### src/rtl/div_scheduler.sv
// div_scheduler: round-robin front end sharing one free-running iterative divider; option DIV_SCHED_ZERO_CHECK_EN.
// Latency: HOLD_CYC+1 edges from handshake to rsp_valid (zero divisor with the option: rsp_valid right after the grant edge).
// Backpressure: one-hot req_ready only while IDLE; losers keep waiting; the response pulse cannot be stalled.
module div_scheduler #(
  parameter int N        = 32,
  parameter int REQ      = 4,
  parameter int ID_W     = 2,
  parameter int HOLD_CYC = 64
) (
  input  logic             clk,
  input  logic             rst_n,
  input  logic [REQ-1:0]   req_valid,
  output logic [REQ-1:0]   req_ready,
  input  logic [REQ*N-1:0] req_divident,
  input  logic [REQ*N-1:0] req_divider,
  output logic [N-1:0]     div_divident,
  output logic [N-1:0]     div_divider,
  input  logic [N-1:0]     div_quotient,
  input  logic [N-1:0]     div_reminder,
  output logic             rsp_valid,
  output logic [ID_W-1:0]  rsp_id,
  output logic [N-1:0]     rsp_quotient,
  output logic [N-1:0]     rsp_reminder,
  output logic             rsp_err,
  output logic             busy
);
  localparam int CNT_W = $clog2(HOLD_CYC + 1);

  typedef enum logic [1:0] {IDLE, HOLD, RESP} state_t;

  state_t           state, state_nxt;
  logic [ID_W-1:0]  rr_ptr, gnt_idx, cur_id;
  logic             gnt_found, hs, zero_div, capture;
  logic [CNT_W-1:0] hold_cnt;
  logic [N-1:0]     gnt_divident, gnt_divider;

  // Scan requesters starting at rr_ptr; the outer loop sets the priority order.
  always_comb begin
    gnt_found = 1'b0;
    gnt_idx   = '0;
    for (int k = 0; k < REQ; k++) begin
      for (int j = 0; j < REQ; j++) begin
        if (!gnt_found && req_valid[j] && (j == (int'(rr_ptr) + k) % REQ)) begin
          gnt_found = 1'b1;
          gnt_idx   = ID_W'(j);
        end
      end
    end
  end

  always_comb begin
    gnt_divident = '0;
    gnt_divider  = '0;
    for (int j = 0; j < REQ; j++) begin
      if (gnt_idx == ID_W'(j)) begin
        gnt_divident = req_divident[j*N +: N];
        gnt_divider  = req_divider[j*N +: N];
      end
    end
  end

  always_comb begin
    req_ready = '0;
    if (state == IDLE && gnt_found) req_ready[gnt_idx] = 1'b1;
  end

  assign hs        = (state == IDLE) && gnt_found;
  assign rsp_valid = (state == RESP);
  assign busy      = (state != IDLE);

`ifdef DIV_SCHED_ZERO_CHECK_EN
  assign zero_div = (gnt_divider == '0);
`else
  assign zero_div = 1'b0;
`endif

  always_comb begin
    state_nxt = state;
    capture   = 1'b0;
    case (state)
      IDLE: if (hs) state_nxt = zero_div ? RESP : HOLD;
      HOLD: begin
        if (hold_cnt == CNT_W'(HOLD_CYC)) begin
          state_nxt = RESP;
          capture   = 1'b1;
        end
      end
      RESP:    state_nxt = IDLE;
      default: state_nxt = IDLE;
    endcase
  end

  always_ff @(posedge clk or negedge rst_n) begin
    if (!rst_n) state <= IDLE;
    else        state <= state_nxt;
  end

  always_ff @(posedge clk or negedge rst_n) begin
    if (!rst_n) begin
      rr_ptr       <= '0;
      cur_id       <= '0;
      hold_cnt     <= '0;
      div_divident <= '0;
      div_divider  <= '0;
      rsp_id       <= '0;
      rsp_quotient <= '0;
      rsp_reminder <= '0;
    end else begin
      if (hs) begin
        rr_ptr   <= (gnt_idx == ID_W'(REQ - 1)) ? '0 : gnt_idx + 1'b1;
        cur_id   <= gnt_idx;
        hold_cnt <= '0;
        // A rejected zero divisor leaves the divider inputs untouched.
        if (!zero_div) begin
          div_divident <= gnt_divident;
          div_divider  <= gnt_divider;
        end
      end else if (state == HOLD) begin
        hold_cnt <= hold_cnt + 1'b1;
      end
      if (capture) begin
        rsp_id       <= cur_id;
        rsp_quotient <= div_quotient;
        rsp_reminder <= div_reminder;
      end else if (hs && zero_div) begin
        rsp_id       <= gnt_idx;
        rsp_quotient <= '1;
        rsp_reminder <= gnt_divident;
      end
    end
  end

`ifdef DIV_SCHED_ZERO_CHECK_EN
  always_ff @(posedge clk or negedge rst_n) begin
    if (!rst_n)              rsp_err <= 1'b0;
    else if (capture)        rsp_err <= 1'b0;
    else if (hs && zero_div) rsp_err <= 1'b1;
  end
`else
  assign rsp_err = 1'b0;
`endif

endmodule

### config.mk
export PLATFORM = sky130hd
export DESIGN_NAME = div_scheduler
export DESIGN_NICKNAME = d
export VERILOG_FILES = /design/src/rtl/div_scheduler.sv
export SDC_FILE = /design/constraint.sdc
export NUM_CORES = 1
export LEC_CHECK = 0
export CAP_MARGIN = 20
export CORE_AREA = 2 2 181 183
export DETAILED_ROUTE_END_ITERATION = 16
export DIE_AREA = 0 0 183 185
export MAX_ROUTING_LAYER = met4
export SETUP_SLACK_MARGIN = 0.3
export SYNTH_ARGS = -nofsm -noshare
export SYNTH_HDL_FRONTEND = slang
export SYNTH_SLANG_ARGS = --single-unit
### constraint.sdc
create_clock -name clk -period 8.1 [get_ports clk]
set_clock_uncertainty 0.1 [all_clocks]
set_input_delay 1.62 -clock clk [delete_from_list [all_inputs] [get_ports clk]]
set_output_delay 1.62 -clock clk [all_outputs]
set_load 0.02 [all_outputs]
==> results.yml, run 1 <==
outcome:
  status: "complete, no violations"
yosys:
  synth_edf_count: 0
  async_flop_share: 1.00
  synth_fp_nets: 1196
  ys_seq_elements: 143
  synth_top_cell_area_share: 0.471
  synth_warnings: 0
  synth.distinct_cells: 33
  syn_area_um2: 7590
  yosys.area.top_type: "dfrtp_1"
  ys_top_cells_by_area: "dfrtp_1, mux2_2, a21oi_1"
  ys.flop_type: "dfrtp_1"
  synth.avg_cell_area_um2: 8.79
  synth_seq_area_share: 0.471
  postSynthCellCount: 864
die:
  core-area_um2: 32000
  start_util: 0.237
  num_rows: 66
  num_io_pins: 463
  fp.dieH_um: 185
  die_area_um2: 33900
  dieWidth_um: 183
run:
  cap_violations: 0
clock_network:
  ctsHoldBuffers: 0
  h-tree-depth: 4
  clock_latency_ns: 0.42
  cts.repair.resized: 0
  cts_tree: "done"
  cts_sinks: 143
  cts_buffers: 17
  clk_pin_slew_worst_paths_ns: 0.06
  clock_path_buffers: 2
  root_buffer: "clkbuf_16"
  cts_setup_buffers: 0
route:
  drt-initial-drc-count: 331
  wl_um: 30900
  first_pass_iters: 5
  post_drt_wl_per_cell_um: 18.2
  routed_via_density: 4.64
  vias: 7894
  detail-route-antenna-nets: 0
  routedLengthMet1_um: 12700
  wl_met3_um: 2300
  drc: 0
  top_layer_used: "met4"
  wl_met2_um: 15400
min_path:
  hold_start: "div_divident[14]"
  hold_depth: 2
  min_to: "div_divident[14]"
  min_path_type: "flip-flop to flip-flop"
global_route:
  grt-ovfl-total: 0
  first_global_vias: 7985
  grt_usage: 0.179
  grt_max_degree: 79
  grt_pass1_wl_um: 45000
  antenna_found_initial: 0
timing:
  clock.fmax_mhz: 161
  worst_slew_pin_slew_ns: 0.919
  slew-limit-headroom: 0.387
  fin_crit_ns: 6.21
  maxSlewViolCount: 0
  finalSetupViolations: 0
  grt_setup_unrepaired: "false"
  period_share: 0.767
  setup_tns_ns: 0
  finalHoldViolations: 0
worst_setup_path:
  worstSetupStartpointType: "input pin"
  cp.arrival_ns: 4.49
  cp_max_fo: 52
  end_kind: "output pin"
  crit_required_ns: 6.38
  critPathKind: "input pin to output pin"
  reg2reg_to: "div_divider[11]"
  reg2reg_depth: 9
  rrSetupSlack_ns: 4.28
  r2r_start: "rr_ptr[0]"
pwr:
  p_per_area_nw_per_um2: 351
  ir_worst_vdd_mv: 0.135
  p_leak_nw: 5.47
placed_design:
  gp_congestion: 0.851
  post-dp-hpwl_um: 22000
  port_buffers: 461
final_layout:
  fill_cells: 3197
  utilization: 0.410
  antenna_cells: 0
  syn_to_final_growth_pct: 73.1
  drive_gt1_frac: 0.0897
  nets: 1612
-- stage by stage --
| step | instance area (um^2) | worst slack (ns) | total power [mW] | hold slack, ns | instances |
|---|---|---|---|---|---|
| after detailed placement | 12500 | 1.84 | 3.80 | 0.383 | 1668 |
| final | 13100 | 1.89 | 4.61 | 0.392 | 1701 |
| after global routing | 13100 | 1.74 | 4.93 | 0.410 | 1701 |
| after CTS | 13100 | 1.84 | 4.68 | 0.400 | 1700 |
| after floorplan | 7590 | 3.08 | 2.61 | 0.344 | 864 |
| after global placement | 12500 | 1.93 | 3.77 | 0.377 | 1668 |
-- worst max path at each step --
stage / from / to / slack (ns) / cells after the start
6_report: req_valid[3] / req_ready[1] / 1.89 / 8
3_3_place_gp: req_valid[3] / req_ready[1] / 1.93 / 8
4_1_cts: req_valid[3] / req_ready[1] / 1.84 / 8
3_5_place_dp: req_valid[3] / req_ready[1] / 1.84 / 8
5_1_grt: req_valid[3] / req_ready[1] / 1.74 / 8
2_1_floorplan: req_valid[3] / req_ready[2] / 3.08 / 7
-- synthesized netlist by cell type, types with 2 or more instances --
| cell | count |
|---|---|
| inv_1 | 71 |
| o21ai_0 | 72 |
| mux2_2 | 67 |
| buf_2 | 11 |
| and3_1 | 5 |
| buf_4 | 6 |
| dfrtp_1 | 143 |
| ha_1 | 6 |
| xor2_1 | 3 |
| a221oi_1 | 65 |
| clkbuf_1 | 47 |
| nand3_1 | 4 |
| a22o_1 | 2 |
| nand2b_1 | 3 |
| buf_6 | 4 |
| nor2_1 | 132 |
| nand2_1 | 71 |
| buf_1 | 5 |
| nor2b_1 | 2 |
| a21oi_1 | 131 |
| nand4_1 | 2 |
-- layer usage --
layer / vias to the layer above / global-route usage
li1: 3820 / -
met1: 3730 / 0.202
met2: 326 / 0.312
met3: 18 / 0.0515
met4: 0 / 0.0483
met5: - / -
-- cells by family (layout without fill, tap and decap cells) --
group | after synthesis | count (layout) | share of synthesized area
multiplexers | 68 | 68 | 0.101
buffers and inverters | 144 | 573 | 0.0799
XOR/XNOR | 3 | 3 | 0.00346
AND/OR/NAND/NOR | 224 | 224 | 0.117
adder cells (fa/ha/maj) | 6 | 6 | 0.00989
flip-flops | 143 | 143 | 0.471
AO/OA/AOI/OAI | 275 | 275 | 0.216
other | 1 | 1 | 0.000494
-- final cells by class --
type | instances | area, um^2 | share of cell area
Clock buffer | 19 | 443 | 0.0337
Clock inverter | 13 | 179 | 0.0136
Inverter | 71 | 267 | 0.0203
Multi-Input combinational cell | 577 | 3460 | 0.263
Sequential cell | 143 | 3580 | 0.272
Tap cell | 408 | 510 | 0.0388
Timing Repair Buffer | 470 | 4700 | 0.358
-- report_power, final --
| group | total (mW) | internal, mW | switching, mW |
|---|---|---|---|
| combinational | 2.48 | 1.13 | 1.35 |
| clock | 0.848 | 0.502 | 0.346 |
| sequential | 1.29 | 1.07 | 0.213 |
-- flip-flops by register name, summed over array words and instances, names as in the netlist --
register and count:
cur_id 2, rsp_reminder 32, div_divident 32, rsp_id 2, div_divider 32, state 2, rsp_quotient 32, hold_cnt 7
rr_ptr 2
-- cells in the final DEF, fill, tap and decap left out, types with 17 or more instances in the layout --
| cell | n |
|---|---|
| o21ai_0 | 72 |
| dfrtp_1 | 143 |
| a21oi_1 | 131 |
| a221oi_1 | 65 |
| nand2_1 | 71 |
| clkdlybuf4s50_1 | 460 |
| clkbuf_16 | 17 |
| inv_1 | 71 |
| mux2_2 | 67 |
| nor2_1 | 131 |
-- worst max-delay path, cell delays in order --
cell	delay [ns]
clkdlybuf4s50_1	0.51
nand3b_1	0.12
o21ai_0	0.09
a221oi_1	0.77
inv_1	0.22
ha_4	0.40
and3_1	0.24
clkdlybuf4s50_1	0.53
Note: power is estimated with default switching activity, not from simulation.
==> run 2, diff against run 1 <==
--- a/config.mk
+++ b/config.mk
@@ -6,9 +6,9 @@
 export NUM_CORES = 1
 export LEC_CHECK = 0
 export CAP_MARGIN = 20
-export CORE_AREA = 2 2 181 183
+export CORE_AREA = 2 2 183 185
 export DETAILED_ROUTE_END_ITERATION = 16
-export DIE_AREA = 0 0 183 185
+export DIE_AREA = 0 0 185 187
 export MAX_ROUTING_LAYER = met4
 export SETUP_SLACK_MARGIN = 0.3
 export SYNTH_ARGS = -nofsm -noshare
==> constraint.sdc (replaced) <==
create_clock -name clk -period 5.92 [get_ports clk]
set_clock_uncertainty 0.1 [all_clocks]
set_input_delay 1.184 -clock clk [delete_from_list [all_inputs] [get_ports clk]]
set_output_delay 1.184 -clock clk [all_outputs]
set_load 0.02 [all_outputs]
==> run 2 against run 1 <==
Against the previous run:
- total power grew 37%
- final area grew 0.35%
- final cell count up 2.4%
- largest cell class unchanged
==> results.yml, run 2 (synthesized netlist as in run 1, its figures left out) <==
die:
  num_rows: 67
  core-area_um2: 32900
  die_area_um2: 34600
  start_util: 0.231
  dieWidth_um: 185
  num_io_pins: 463
  fp.dieH_um: 187
route:
  detail-route-antenna-nets: 0
  post_drt_wl_per_cell_um: 17.4
  wl_um: 30400
  vias: 7951
  drt-initial-drc-count: 305
  first_pass_iters: 5
  drc: 0
  routed_via_density: 4.56
run:
  cap_violations: 0
clock_network:
  clock_path_buffers: 2
  clk_pin_slew_worst_paths_ns: 0.07
  clock_latency_ns: 0.43
  cts.repair.resized: 0
  root_buffer: "clkbuf_16"
  cts_tree: "done"
  cts_setup_buffers: 0
  cts_buffers: 17
  h-tree-depth: 4
  ctsHoldBuffers: 0
  cts_sinks: 143
worst_setup_path:
  slowest_stage: "clkdlybuf4s50_1"
  critPathKind: "input pin to output pin"
  crit_family: "buffers and inverters"
  reg2reg_depth: 10
  worst-path-buf-inv: 3
  rrSetupSlack_ns: 2.52
  crit_required_ns: 4.64
  reg2reg_to: "div_divider[11]"
  cp_max_fo: 5
  max_stage_delay_ns: 0.61
  path_cells: "clkdlybuf4s50_1 -> nand2b_1 -> a21oi_1 -> a311o_1 -> inv_1 -> ha_4 -> and3_1 -> clkdlybuf4s50_1"
  worstSetupStartpointType: "input pin"
  critPathMostFrequentCell: "clkdlybuf4s50_1"
  cp.arrival_ns: 3.45
  end_kind: "output pin"
  r2r_start: "rr_ptr[0]"
placed_design:
  post-dp-hpwl_um: 21700
  dp_cells: 1710
  place_area_um2: 12600
  port_buffers: 461
  gp_congestion: 0.903
  post-place-ws_ns: 1.18
global_route:
  antenna_found_initial: 1
  first_global_vias: 7934
  grt_pass1_wl_um: 45900
  grt_usage: 0.179
  grt_max_degree: 130
  grt-ovfl-total: 0
final_layout:
  syn_to_final_growth_pct: 73.7
  utilization: 0.401
  layout_commonest_cell: "clkdlybuf4s50_1"
  stdcell_count: 1742
  nets: 1613
  fill_cells: 3311
  final_area_um2: 13200
  mostFrequentLayoutCells: "clkdlybuf4s50_1, dfrtp_1, a21oi_1, nor2_1, o21ai_0"
  drive_gt1_frac: 0.0897
timing:
  slew-limit-headroom: 0.327
  grt_setup_unrepaired: "false"
  worst_slew_pin_slew_ns: 1.01
  setup_ws_ns: 1.18
  clock.fmax_mhz: 211
  finalSetupViolations: 0
  maxSlewViolCount: 0
  fin_crit_ns: 4.74
  whs_ns: 0.396
  finalHoldViolations: 0
  setup_tns_ns: 0
  period_share: 0.800
pwr:
  p_clk_frac: 0.182
  p_per_area_nw_per_um2: 478
  power_mw: 6.30
  power_switching_mw: 2.61
  seqPwrFrac: 0.281
  internal_power_mw: 3.69
  p_comb_frac: 0.537
  p_leak_nw: 5.47
  ir_worst_vdd_mv: 0.352
  switching_share: 0.414
min_path:
  hold_depth: 2
  min_to: "div_divider[0]"
  hold_start: "div_divider[0]"
  min_path_type: "flip-flop to flip-flop"
outcome:
  status: "complete, no violations"
[run 2: final cells by class]
| class | count | area (um^2) | share of cell area |
|---|---|---|---|
| antenna | 1 | 2.50 | 0.000190 |
| clock buffer | 18 | 429 | 0.0325 |
| clock inverter | 13 | 180 | 0.0137 |
| inverter | 71 | 267 | 0.0202 |
| multi-input combinational | 577 | 3460 | 0.262 |
| sequential | 143 | 3580 | 0.271 |
| tap | 448 | 561 | 0.0425 |
| timing repair buffer | 471 | 4720 | 0.358 |
[run 2: power by group through the flow]
stage          clock (mW)  sequential, mW  combinational, mW
3_5_place_dp            0            1.78               3.40
3_3_place_gp            0            1.76               3.38
6_report             1.15            1.77               3.39
5_1_grt              1.23            1.83               3.66
4_1_cts              1.19            1.77               3.42
2_1_floorplan           0            2.29               1.28
[run 2: worst max path at each step]
stage	start	to	slack, ns	depth (start not counted)
global route	req_valid[1]	req_ready[3]	1.07	8
finish	req_valid[1]	req_ready[3]	1.18	8
detailed placement	req_valid[1]	req_ready[3]	1.18	8
global placement	req_valid[1]	req_ready[3]	1.18	8
CTS	req_valid[1]	req_ready[3]	1.18	8
floorplan	req_valid[3]	req_ready[2]	1.77	7
[run 2: worst register-to-register path: cells and delay by family, from the launching register on]
kind                     cells  cell delay [ns]
buffers and inverters        3             1.37
AO/OA/AOI/OAI                4             0.99
flip-flops                   1             0.44
AND/OR/NAND/NOR              2             0.22
adder cells (fa/ha/maj)      1             0.16
[run 2: layer usage]
layer	routed length [um]	GRT usage	vias to the layer above	share of wire
li1	-	-	3824	-
met3	1890	0.0461	59	0.062
met1	12600	0.211	3782	0.41
met2	15000	0.295	286	0.50
met4	850	0.0626	0	0.028
met5	0	-	-	0
